[config.mk]
export PLATFORM = sky130hd
export DESIGN_NAME = fetch_stage
export DESIGN_NICKNAME = d
export VERILOG_FILES = /design/src/rtl/fetch_stage.sv
export SDC_FILE = /design/constraint.sdc
export NUM_CORES = 1
export LEC_CHECK = 0
export BUFFER_PORTS_ARGS = -buffer_cell sky130_fd_sc_hd__buf_2
export CORE_UTILIZATION = 54
export DETAILED_ROUTE_END_ITERATION = 8
export PLACE_DENSITY = 0.88
export SETUP_SLACK_MARGIN = 0.3
export SLEW_MARGIN = 30
export SYNTH_ARGS = -nofsm -noshare
export SYNTH_HDL_FRONTEND = slang
export SYNTH_SLANG_ARGS = --single-unit
[constraint.sdc]
create_clock -name clk -period 3.9 [get_ports clk]
set_input_delay 0.78 -clock clk [delete_from_list [all_inputs] [get_ports clk]]
set_output_delay 0.78 -clock clk [all_outputs]
set_load 0.005 [all_outputs]
[src/rtl/fetch_stage.sv]
// fetch_stage: instruction fetch stage plus IF/ID pipeline register.
//
// Owns the program counter and drives the instruction-memory address. The
// memory read is combinational, so the instruction for the current pc arrives
// in the same cycle and is captured into IF/ID on the next rising edge.
//
// Ports:
//   clk            core clock, all state changes on the rising edge
//   rst_n          synchronous active-low reset, overrides everything else
//   stall          load-use stall, holds pc and IF/ID
//   branch_taken   taken branch/jump from EX, redirects pc and flushes IF/ID
//   branch_target  redirect address (low two bits ignored)
//   imem_rdata     instruction read at imem_addr
//   imem_addr      current pc (the pc register itself)
//   if_id_pc       pc of the instruction held in IF/ID
//   if_id_instr    instruction held in IF/ID
//   if_id_valid    IF/ID holds a real instruction (0 = bubble)
//   stall_count    honoured stall cycles, saturating
//   flush_count    redirects taken, saturating
module fetch_stage #(
  parameter int unsigned     XLEN      = 32,
  parameter logic [XLEN-1:0] RESET_PC  = 32'h0000_0000,
  parameter logic [XLEN-1:0] NOP_INSTR = 32'h0000_0013,
  parameter int unsigned     CNT_W     = 16
) (
  input  logic             clk,
  input  logic             rst_n,
  input  logic             stall,
  input  logic             branch_taken,
  input  logic [XLEN-1:0]  branch_target,
  input  logic [XLEN-1:0]  imem_rdata,
  output logic [XLEN-1:0]  imem_addr,
  output logic [XLEN-1:0]  if_id_pc,
  output logic [XLEN-1:0]  if_id_instr,
  output logic             if_id_valid,
  output logic [CNT_W-1:0] stall_count,
  output logic [CNT_W-1:0] flush_count
);

  localparam logic [XLEN-1:0]  PC_STEP = XLEN'(4);
  localparam logic [CNT_W-1:0] CNT_MAX = '1;

  logic [XLEN-1:0]  pc_q,        pc_d;
  logic [XLEN-1:0]  if_pc_q,     if_pc_d;
  logic [XLEN-1:0]  if_instr_q,  if_instr_d;
  logic             if_valid_q,  if_valid_d;
  logic [CNT_W-1:0] stall_cnt_q, stall_cnt_d;
  logic [CNT_W-1:0] flush_cnt_q, flush_cnt_d;

  // Priority: redirect beats stall beats advance. A stall coinciding with a
  // redirect is not counted, since its consumer is squashed anyway.
  always_comb begin
    pc_d        = pc_q;
    if_pc_d     = if_pc_q;
    if_instr_d  = if_instr_q;
    if_valid_d  = if_valid_q;
    stall_cnt_d = stall_cnt_q;
    flush_cnt_d = flush_cnt_q;

    if (branch_taken) begin
      pc_d       = {branch_target[XLEN-1:2], 2'b00};
      if_pc_d    = '0;
      if_instr_d = NOP_INSTR;
      if_valid_d = 1'b0;
      if (flush_cnt_q != CNT_MAX) begin
        flush_cnt_d = flush_cnt_q + 1'b1;
      end
    end else if (stall) begin
      if (stall_cnt_q != CNT_MAX) begin
        stall_cnt_d = stall_cnt_q + 1'b1;
      end
    end else begin
      pc_d       = pc_q + PC_STEP;
      if_pc_d    = pc_q;
      if_instr_d = imem_rdata;
      if_valid_d = 1'b1;
    end
  end

  always_ff @(posedge clk) begin
    if (!rst_n) begin
      pc_q        <= RESET_PC;
      if_pc_q     <= '0;
      if_instr_q  <= NOP_INSTR;
      if_valid_q  <= 1'b0;
      stall_cnt_q <= '0;
      flush_cnt_q <= '0;
    end else begin
      pc_q        <= pc_d;
      if_pc_q     <= if_pc_d;
      if_instr_q  <= if_instr_d;
      if_valid_q  <= if_valid_d;
      stall_cnt_q <= stall_cnt_d;
      flush_cnt_q <= flush_cnt_d;
    end
  end

  assign imem_addr   = pc_q;
  assign if_id_pc    = if_pc_q;
  assign if_id_instr = if_instr_q;
  assign if_id_valid = if_valid_q;
  assign stall_count = stall_cnt_q;
  assign flush_count = flush_cnt_q;

endmodule

==> key figures <==
Worst setup path
  • Worst Path Max Fanout: 13
  • FF-to-FF path depth: 4
  • Critical Path AT: 2810 ps
  • Reg2reg setup slack: approximately 1500 ps
  • R2r startpoint: imem_addr[13]
  • Crit start category: flip-flop
  • Setup CP Type: flip-flop to flip-flop
  • Crit path capture: imem_addr[28]
  • Critical Path RT: approximately 4300 ps
  • Crit end category: flip-flop
  • Crit path from: imem_addr[13]
  • Reg-to-reg endpoint: imem_addr[28]

Timing
  • Setup TNS: 0 ps
  • Final Hold Vio Count: 0
  • Slew @ Worst Pin: ~960 ps
  • Fmax: 419 MHz
  • Setup Skew: between 7 and 8 ps
  • Normalized max-slew margin: 0.357
  • Post-route worst setup slack: roughly 1500 ps
  • Max Slew Vio Count: 0
  • RSZ-0062 raised after global routing: no
  • Final Cycle Share: 0.612
  • Post-route minimum period: roughly 2400 ps
  • Final setup viols: 0

Die
  • # IOs: between 150 and 200
  • Chip height: 104 um
  • Area of the die: roughly 0.011 mm2
  • Die X: 104 um
  • Core Footprint: around 0.010 mm2
  • Initial core utilization: 0.566
  • # rows: 36

Global routing
  • GRT overflow: 0
  • Initial antenna violation count: 1
  • Vias in the first global route: around 5.4k
  • Gr usage total: 0.294
  • First-pass GRT wire length: roughly 26 mm
  • Largest net degree at the start of global routing: between 40 and 50

CTS
  • Bufs on Longest Clock Path: 2
  • Post_cts resized: 0
  • CTS buffer count: 17
  • Clk slew on worst S/H paths: 60 ps
  • Cts-stage hold buffer count: 0
  • Root Buffer: clkbuf_8
  • # Post-CTS Setup Buffers: 0
  • Clock Latency Late Sink: about 520 ps
  • CTS tree: built
  • Clock Sinks: between 100 and 150
  • H-tree depth: 4

Routing
  • Routed wire per std cell: 16.8 um
  • Routed via count: around 5.7k
  • DRT iter0 DRCs: 531
  • DRT Pass-1 Iters: 5
  • DRT Wirelength: between 15 and 20 mm
  • # DRC: 0
  • ANT nets after route: 0
  • Via density: roughly 5.9

Placement
  • GPL Wtd Cong: 0.870
  • PortBufs: 190
  • Hpwl dp: ~11 mm
  • Setup WS pre-CTS: between 1000 and 1500 ps

Synth
  • Commonest register cell after synthesis: dfxtp_1
  • Yosys reg bits: between 100 and 150
  • Netlist Area Pre-Place: ~0.0056 mm2
  • Yosys warns: 0
  • Number of flops mapped to enable cells by yosys: 0
  • Mapped Cells: 640
  • Async S/R FF share, synth: 0
  • Syn avg cell area: slightly below 9 um2
  • Post-synthesis sequential area ratio: 0.444
  • Post-synthesis cell type count: 47

Final layout
  • Layout area overhead: 29.1%
  • Most common cell after layout, fill and taps aside: buf_2
  • Layout cell share with drive strength beyond 1: 0.284
  • Most frequent cells in the layout: 189 x buf_2, 125 x dfxtp_1, 77 x mux2i_1
  • Fin nets: between 800 and 900
  • FILL cells: 707

Run
  • Max-cap violation count: 0

Power
  • Cell Pwr Density: around 460 mW/mm2
  • LEAKAGE: approximately 3.2 nW
  • Highest ir drop seen on vdd: approximately 340 uV

Worst hold path
  • HP Class: flip-flop to flip-flop
  • Hold path cells: 2

Status
  • Status: completed
## report_power, final
group	internal [mW]	total [mW]	switching, mW
combinational	0.115	0.246	0.132
clock	1.15	1.72	0.567
sequential	1.32	1.38	0.0558
## worst min-delay path by stage
stage,from,to,slack [ps]
floorplan,if_id_valid,if_id_valid,450
global placement,if_id_valid,if_id_valid,440
detailed placement,if_id_valid,if_id_valid,450
CTS,if_id_valid,if_id_valid,460
global route,imem_rdata[0],if_id_instr[0],480
finish,if_id_valid,if_id_valid,460
## sequential cells by signal, indices dropped and copies added, names as in the netlist
register,count
imem_addr,30
if_id_instr,32
flush_count,16
stall_count,16
if_id_valid,1
if_id_pc,30
## worst max-delay path: stages, from the launching register on
cell and delay [ps]:
dfxtp_1 450, nand4_1 490, nor4_2 830, a311oi_1 250
nor3_1 270
## per-stage QoR
stage                     area (um2)  hold WS [ps]  total power [mW]  instances  utilization
final                           7280           458              3.34        959        0.731
after global routing            7280           476              3.45        959        0.731
after CTS                       7270           460              3.35        958        0.730
after detailed placement        6620           452              1.64        926        0.665
after global placement          6610           436              1.63        926        0.664
after floorplan                 5650           447              1.53        643            -
## final cells by class
class,count,area (um2),area share
tap,133,166,0.0229
multi-input combinational,461,2930,0.402
clock inverter,11,188,0.0258
inverter,13,48.8,0.00671
timing repair buffer,194,983,0.135
clock buffer,21,459,0.0631
sequential,125,2500,0.344
antenna,1,2.50,0.000344
## logic make-up (layout without fill, tap and decap cells)
group           count (synthesis)  after routing  synth area share
buf+inv                        57            239            0.0419
fa+ha+maj                       3              3           0.00666
xor+xnor                        9              9            0.0140
flops                         125            125             0.444
mux                            77             77             0.137
other cells                     1              5          0.000665
compound gates                112            112             0.120
simple gates                  256            256             0.236
## cells in the mapped netlist, drive strengths merged, types with 13 or more instances
cell | number | share of area
dfxtp | 125 | 0.44
clkbuf | 33 | 0.022
o21ai | 34 | 0.030
or4 | 14 | 0.019
mux2i | 77 | 0.14
or3 | 13 | 0.014
nor2 | 73 | 0.049
a31oi | 17 | 0.019
a21oi | 28 | 0.025
nand2b | 16 | 0.018
nand3 | 24 | 0.023
nor3 | 14 | 0.012
nand4 | 19 | 0.021
nand2 | 45 | 0.030
## per-layer routing
metal	up-vias	share of wire	GRT usage
met2	342	0.47	0.474
li1	2662	-	-
met4	0	0.046	0.204
met1	2622	0.39	0.340
met3	66	0.090	0.0802
met5	-	0	0
(Power assumes the default switching activity.)
